`config.mk`:
```
export PLATFORM = sky130hd
export DESIGN_NAME = hud_bar_renderer_flat
export DESIGN_NICKNAME = d
export VERILOG_FILES = /design/src/rtl/hud_pkg.sv /design/src/rtl/hud_bar_renderer_if.sv /design/src/rtl/hud_icon_flash.sv /design/src/rtl/hud_bar_renderer.sv /design/src/flat_wrapper.sv
export SDC_FILE = /design/constraint.sdc
export NUM_CORES = 1
export LEC_CHECK = 0
export CORE_MARGIN = 8
export CORE_UTILIZATION = 50
export CTS_CLUSTER_SIZE = 14
export DETAILED_ROUTE_END_ITERATION = 12
export PLACE_DENSITY_LB_ADDON = 0.05
export SYNTH_ARGS = -nofsm -noshare
export SYNTH_HDL_FRONTEND = slang
export SYNTH_HIERARCHICAL = 1
export SYNTH_SLANG_ARGS = --single-unit
```
`constraint.sdc`:
```
create_clock -name clk -period 2.9 [get_ports clk]
set_clock_uncertainty 0.05 [all_clocks]
set_input_delay 0.58 -clock clk [delete_from_list [all_inputs] [get_ports clk]]
set_output_delay 0.58 -clock clk [all_outputs]
set_load 0.01 [all_outputs]
```
`src/rtl/hud_pkg.sv`:
```
// hud_pkg: colour constants (RRRGGGBB) shared by the HUD, sprite and background renderers.
package hud_pkg;
    localparam logic [7:0] HUD_RED   = 8'b111_000_00;
    localparam logic [7:0] HUD_BLACK = 8'b000_000_00;
    localparam logic [7:0] HUD_WHITE = 8'b111_111_11;
    typedef enum logic {P1 = 1'b0, P2 = 1'b1} player_e;
endpackage

```
`src/rtl/hud_bar_renderer_if.sv`:
```
// hud_bar_renderer_if: pixel coordinates and levels in, registered colour and active flag out.
interface hud_bar_renderer_if #(parameter int N_ICONS = 3);
    logic [9:0]         x;
    logic [9:0]         y;
    logic [N_ICONS-1:0] p1_level;
    logic [N_ICONS-1:0] p2_level;
    logic               active;
    logic [7:0]         pixel_color;
    modport master (output x, y, p1_level, p2_level, input active, pixel_color);
    modport slave  (input x, y, p1_level, p2_level, output active, pixel_color);
endinterface

```
`src/rtl/hud_icon_flash.sv`:
```
// hud_icon_flash: one frame-sampled icon level plus its loss-flash countdown.
module hud_icon_flash #(
    parameter int FLASH_FRAMES = 30
) (
    input  logic clk,
    input  logic rst_n,
    input  logic i_fs,
    input  logic i_level,
    output logic o_shadow,
    output logic o_flash
);
    localparam int CW = $clog2(FLASH_FRAMES + 1);
    logic          r_shadow;
    logic [CW-1:0] r_cnt;
    always_ff @(posedge clk or negedge rst_n) begin
        if (!rst_n) begin
            r_shadow <= 1'b0;
            r_cnt    <= '0;
        end else if (i_fs) begin
            r_shadow <= i_level;
            r_cnt    <= i_level ? '0 : r_shadow ? CW'(FLASH_FRAMES) : (r_cnt != '0) ? r_cnt - 1'b1 : '0;
        end
    end
    assign o_shadow = r_shadow;
    assign o_flash  = r_cnt != '0;
endmodule

```
`src/rtl/hud_bar_renderer.sv`:
```
// hud_bar_renderer: two mirrored rows of level icons, frame-synchronous sampling, blink on loss.
module hud_bar_renderer
    import hud_pkg::*;
#(
    parameter int         N_ICONS      = 3,
    parameter int         ICON_W       = 40,
    parameter int         ICON_H       = 40,
    parameter int         ICON_GAP     = 20,
    parameter int         BAR_Y        = 410,
    parameter int         P1_X0        = 100,
    parameter int         P2_X0        = 380,
    parameter int         FLASH_FRAMES = 30,
    parameter int         BLINK_HALF   = 4,
    parameter logic [7:0] FULL_COLOR   = HUD_RED,
    parameter logic [7:0] EMPTY_COLOR  = HUD_BLACK,
    parameter logic [7:0] FLASH_COLOR  = HUD_WHITE
) (
    input logic              clk,
    input logic              rst_n,
    hud_bar_renderer_if.slave bus
);
    localparam int IW    = N_ICONS > 1 ? $clog2(N_ICONS) : 1;
    localparam int PITCH = ICON_W + ICON_GAP;
    localparam int BW    = $clog2(BLINK_HALF + 1);
    logic               w_fs;
    logic [10:0]        w_x;
    logic [10:0]        w_y;
    logic               w_hit;
    player_e            w_pl;
    logic [IW-1:0]      w_idx;
    logic               r_hit;
    player_e            r_pl;
    logic [IW-1:0]      r_idx;
    logic [N_ICONS-1:0] w_sh1;
    logic [N_ICONS-1:0] w_sh2;
    logic [N_ICONS-1:0] w_fl1;
    logic [N_ICONS-1:0] w_fl2;
    logic               w_sh;
    logic               w_fl;
    logic [BW-1:0]      r_bcnt;
    logic               r_phase;
    assign w_fs = (bus.x == 10'd0) && (bus.y == 10'd0);
    assign w_x  = {1'b0, bus.x};
    assign w_y  = {1'b0, bus.y};
    // Scan from the highest index down, player 1 last, so the lowest P1 icon wins overlaps.
    always_comb begin
        w_hit = 1'b0;
        w_pl  = P1;
        w_idx = '0;
        if (w_y >= 11'(BAR_Y) && w_y < 11'(BAR_Y + ICON_H)) begin
            for (int i = N_ICONS - 1; i >= 0; i--) begin
                if (w_x >= 11'(P2_X0 + (N_ICONS - 1 - i) * PITCH) && w_x < 11'(P2_X0 + (N_ICONS - 1 - i) * PITCH + ICON_W)) begin
                    w_hit = 1'b1;
                    w_pl  = P2;
                    w_idx = IW'(i);
                end
            end
            for (int i = N_ICONS - 1; i >= 0; i--) begin
                if (w_x >= 11'(P1_X0 + i * PITCH) && w_x < 11'(P1_X0 + i * PITCH + ICON_W)) begin
                    w_hit = 1'b1;
                    w_pl  = P1;
                    w_idx = IW'(i);
                end
            end
        end
    end
    for (genvar i = 0; i < N_ICONS; i++) begin : g_icon
        hud_icon_flash #(.FLASH_FRAMES(FLASH_FRAMES)) u_p1 (
            .clk(clk), .rst_n(rst_n), .i_fs(w_fs), .i_level(bus.p1_level[i]),
            .o_shadow(w_sh1[i]), .o_flash(w_fl1[i])
        );
        hud_icon_flash #(.FLASH_FRAMES(FLASH_FRAMES)) u_p2 (
            .clk(clk), .rst_n(rst_n), .i_fs(w_fs), .i_level(bus.p2_level[i]),
            .o_shadow(w_sh2[i]), .o_flash(w_fl2[i])
        );
    end
    always_ff @(posedge clk or negedge rst_n) begin
        if (!rst_n) begin
            r_bcnt  <= '0;
            r_phase <= 1'b0;
        end else if (w_fs) begin
            r_bcnt  <= (r_bcnt == BW'(BLINK_HALF - 1)) ? '0 : r_bcnt + 1'b1;
            r_phase <= (r_bcnt == BW'(BLINK_HALF - 1)) ? ~r_phase : r_phase;
        end
    end
    assign w_sh = (r_pl == P2) ? w_sh2[r_idx] : w_sh1[r_idx];
    assign w_fl = (r_pl == P2) ? w_fl2[r_idx] : w_fl1[r_idx];
    always_ff @(posedge clk or negedge rst_n) begin
        if (!rst_n) begin
            r_hit           <= 1'b0;
            r_pl            <= P1;
            r_idx           <= '0;
            bus.active      <= 1'b0;
            bus.pixel_color <= '0;
        end else begin
            r_hit           <= w_hit;
            r_pl            <= w_pl;
            r_idx           <= w_idx;
            bus.active      <= r_hit;
            bus.pixel_color <= !r_hit ? '0 : w_sh ? FULL_COLOR : (w_fl && r_phase) ? FLASH_COLOR : EMPTY_COLOR;
        end
    end
endmodule

```
`src/flat_wrapper.sv`:
```
// flat-port wrapper written by rule: the top's interface ports become plain ports
module hud_bar_renderer_flat import hud_pkg::*;
#(
    parameter int         N_ICONS      = 3,
    parameter int         ICON_W       = 40,
    parameter int         ICON_H       = 40,
    parameter int         ICON_GAP     = 20,
    parameter int         BAR_Y        = 410,
    parameter int         P1_X0        = 100,
    parameter int         P2_X0        = 380,
    parameter int         FLASH_FRAMES = 30,
    parameter int         BLINK_HALF   = 4,
    parameter logic [7:0] FULL_COLOR   = HUD_RED,
    parameter logic [7:0] EMPTY_COLOR  = HUD_BLACK,
    parameter logic [7:0] FLASH_COLOR  = HUD_WHITE
)
  (clk, rst_n, bus_x, bus_y, bus_p1_level, bus_p2_level, bus_active, bus_pixel_color);
  hud_bar_renderer_if #(.N_ICONS(N_ICONS)) bus_i ();
  input logic clk;
  input logic rst_n;
  input wire logic [$bits(bus_i.x)-1:0] bus_x;
  input wire logic [$bits(bus_i.y)-1:0] bus_y;
  input wire logic [$bits(bus_i.p1_level)-1:0] bus_p1_level;
  input wire logic [$bits(bus_i.p2_level)-1:0] bus_p2_level;
  output wire logic [$bits(bus_i.active)-1:0] bus_active;
  output wire logic [$bits(bus_i.pixel_color)-1:0] bus_pixel_color;
  assign bus_i.x = bus_x;
  assign bus_i.y = bus_y;
  assign bus_i.p1_level = bus_p1_level;
  assign bus_i.p2_level = bus_p2_level;
  assign bus_active = bus_i.active;
  assign bus_pixel_color = bus_i.pixel_color;
  hud_bar_renderer #(.N_ICONS(N_ICONS), .ICON_W(ICON_W), .ICON_H(ICON_H), .ICON_GAP(ICON_GAP), .BAR_Y(BAR_Y), .P1_X0(P1_X0), .P2_X0(P2_X0), .FLASH_FRAMES(FLASH_FRAMES), .BLINK_HALF(BLINK_HALF), .FULL_COLOR(FULL_COLOR), .EMPTY_COLOR(EMPTY_COLOR), .FLASH_COLOR(FLASH_COLOR)) u_core (.clk(clk), .rst_n(rst_n), .bus(bus_i));
endmodule
```
==> metrics.md <==
| Metric | Value |
|---|---|
| Outcome | complete, no violations |
| R2r worst-path depth | 7 |
| Clock latency on the worst-skew pair | 290 ps |
| Filler cell count | 464 |
| Post-CTS Setup Inserts | 0 |
| Fraction of power consumed by combinational cells | 7.8% |
| Final count of pins violating max slew | 0 |
| Total power per unit cell area | 368 mW/mm2 |
| Share of cells above drive strength 1 | 20.2% |
| Maximum number of pins on one net before global-route repair | 52 |
| Count of hold-fix buffers inserted at cts | 0 |
| Switching part of the total power | 20.3% |
| Worst-path clk slew | 90 ps |
| Initial antenna violation count | 0 |
| Achievable clock frequency | 0.405 GHz |
| Cell area after synthesis | 0.00279 mm2 |
| Flops & latches, synth | 47 |
| Mean instance size in the synthesized netlist | 10.8 um2 |
| Number of port buffers | 36 |
| Critical path start-end classification | in -> reg |
| Total power draw | 0.00124 W |
| Number of synthesis warnings | 6 |
| Register share of total power | 52.9% |
| Clock sink count | 47 |
| Endpoint kind of the worst setup timing path | flop |
| Vias after detailed routing | 2092 |
| Clock group share of total power | 39.3% |
| TritonCTS clock tree | built |
| Fraction of registers with async set/reset | 100% |
| Worst Hold Slack | 149 ps |
| Placer Congestion | 0.799 |
| Worst ir drop on vdd | 0.000161 V |
| Longest Clk Path Bufs | 2 |
| Global-route usage over all layers | 14.2% |
| Number of enable flip-flop cells after synthesis | 0 |
| Starting utilization of the core area | 51.4% |
| Number of cells upsized or downsized after cts | 0 |
| DR iter-0 viols | 73 |
| Number of setup violations in the final report | 0 |
| IO Count | 37 |
| Net total in the final layout | 336 |
| Kind of start point of the critical path | primary input |
| Critical Path Fanout Max | 51 |
| Area overhead of the layout relative to synthesis | 20.6% |
| Net switching power figure | 0.000252 W |
| Number of different library cells in the post-synthesis netlist | 48 |
| Cell area after placement | 0.00325 mm2 |
| Hold Crit Class | in -> async |
| Number of clock buffers inserted by TritonCTS | 5 |
| Post-route fraction of the period consumed by the critical path | 85.2% |
| Area of the core | 0.00544 mm2 |
| Vias per cell | 5.59 |
| X dimension of the die | 90.8 um |
| Leakage component of the power | 1.49 nW |
| Design area | 0.00337 mm2 |
| Core Util, Final | 62.0% |
| Most frequent standard cell in the layout excluding fill and tap cells | sky130_fd_sc_hd__dfrtp_1 |
| RSZ-0062 raised after global routing | no |
| WL/cell | 14.3 um |
| Max-capacitance violation count | 0 |
| Vias in the first global route | 2140 |
| Cells after synthesis | 259 |
| Final WL | 5.33 mm |
| Num rows | 27 |
| HPWL Detailed | 4.12 mm |
| Detailed-route DRC error count | 0 |
| Reg2Reg Launch Point | u_core/g_icon[0].u_p1/r_cnt[1] |
| Overflow left after global routing | 0 |
| Worst Slack Setup Final | 430 ps |
| Die Y-Extent | 90.8 um |
| Setup slack at placement | 122 ps |
| Post-route minimum period | 2470 ps |
| Highest-count cells in the layout ignoring fill and taps | 47 x sky130_fd_sc_hd__dfrtp_1, 35 x sky130_fd_sc_hd__clkdlybuf4s50_1, 29 x sky130_fd_sc_hd__inv_1 |
| Die Outline Area | 0.00824 mm2 |
| Drt pass-1 iters | 4 |
| H-tree depth | 2 |
| Worst Max-Slew Pin Slew | 396 ps |
| Slew headroom | 73.6% |
| Post-synth top flop | sky130_fd_sc_hd__dfrtp_1 |
| Final hold violations | 0 |
| FF-to-FF setup slack | 630 ps |
| Clock tree root driver cell | sky130_fd_sc_hd__clkbuf_8 |
| Net count of the mapped netlist | 294 |
| Diode insertion count for antenna repair | 0 |
| Required time reported for the critical path endpoint | 3050 ps |
| Endpoint of the worst-slack reg-to-reg timing path | u_core/bus.pixel_color[6] |
| Wire length of the first global-routing pass | 9.82 mm |
| Worst EP arrival | 2620 ps |
| Sequential cell area fraction in the yosys report | 42.1% |
| Internal power | 0.000987 W |
| Final antenna-violating net count | 0 |
[metrics by stage]
step	instances	TNS, ps
floorplan	259	-8480
global placement	366	0
detailed placement	366	0
CTS	374	0
global route	374	0
finish	374	0
[logic make-up after synthesis]
kind of cell / Yosys count / share of synthesized area (%)
DFF: 47 / 42.1
AOI/OAI and AO/OA: 70 / 20.0
buffers and inverters: 37 / 5.78
xor gates and xnor gates: 1 / 0.314
muxes: 13 / 5.96
and+or+nand+nor: 84 / 22.8
adders and majority gates: 7 / 3.13
[worst max-delay path by stage]
stage                                      to     start  depth (start not counted)  slack [ps]
6_report       u_core/g_icon[2].u_p2/r_cnt[3]  bus_y[2]                          8         430
5_1_grt        u_core/g_icon[0].u_p2/r_cnt[3]  bus_x[2]                          8         250
4_1_cts        u_core/g_icon[0].u_p1/r_cnt[3]  bus_y[2]                          8         450
3_5_place_dp   u_core/g_icon[0].u_p2/r_cnt[3]  bus_y[2]                          8         120
3_3_place_gp   u_core/g_icon[1].u_p1/r_cnt[3]  bus_y[2]                          8         150
2_1_floorplan  u_core/g_icon[0].u_p1/r_cnt[3]  bus_y[2]                          6        -330
[synthesized netlist by cell type, types with 7 or more instances]
cell type                   n  area share (%)
sky130_fd_sc_hd__dfrtp_1   47              42
sky130_fd_sc_hd__ha_1       7             3.1
sky130_fd_sc_hd__inv_1     29             3.9
sky130_fd_sc_hd__mux2_2     9             3.6
sky130_fd_sc_hd__nand2_1   17             2.3
sky130_fd_sc_hd__nand3b_1   8             2.1
sky130_fd_sc_hd__nor3_1    11             2.0
sky130_fd_sc_hd__nor3b_1    7             1.9
sky130_fd_sc_hd__o21ai_0   19             3.4
[worst max-delay path, cell delays in order]
cell and delay [ps]:
sky130_fd_sc_hd__clkdlybuf4s50_1 390, sky130_fd_sc_hd__or2_1 230, sky130_fd_sc_hd__or4_4 450, sky130_fd_sc_hd__nor3_4 210
sky130_fd_sc_hd__buf_12 270, sky130_fd_sc_hd__nand3b_1 200, sky130_fd_sc_hd__o311a_1 160, sky130_fd_sc_hd__o21ai_0 90
[cell type report]
class / instances / area (um2) / share of cell area, %
Sequential cell: 47 / 1180 / 34.9
Timing Repair Buffer: 43 / 420 / 12.5
Clock inverter: 2 / 35.0 / 1.04
Inverter: 29 / 109 / 3.23
Clock buffer: 6 / 82.6 / 2.45
Tap cell: 72 / 90.1 / 2.67
Multi-Input combinational cell: 175 / 1460 / 43.2
[sequential cells by signal, indices dropped and copies added, names as in the netlist]
signal,flops
u_core/g_icon.u_p1/o_shadow,3
u_core/r_pl,1
u_core/g_icon.u_p2/r_cnt,15
u_core/g_icon.u_p1/r_cnt,15
u_core/g_icon.u_p2/o_shadow,3
u_core/r_bcnt,3
u_core/r_idx,2
u_core/bus.active,1
u_core/r_phase,1
u_core/r_hit,1
u_core/bus.pixel_color,2
[metal layers]
metal	share of wire [%]	track usage, %	vias to the layer above
met3	4.2	4.07	6
li1	-	-	1048
met4	1.1	4.16	0
met1	49	18.0	1000
met2	46	22.8	38
met5	0	0	-
[power by group through the flow]
stage	combinational [W]	sequential, W	clock, W
finish	0.0000968	0.000656	0.000486
global route	0.000108	0.000656	0.000540
CTS	0.0000985	0.000656	0.000501
detailed placement	0.0000982	0.000669	0
global placement	0.0000977	0.000669	0
floorplan	0.0000272	0.000669	0
No activity file was read; power rests on OpenSTA's default activity.
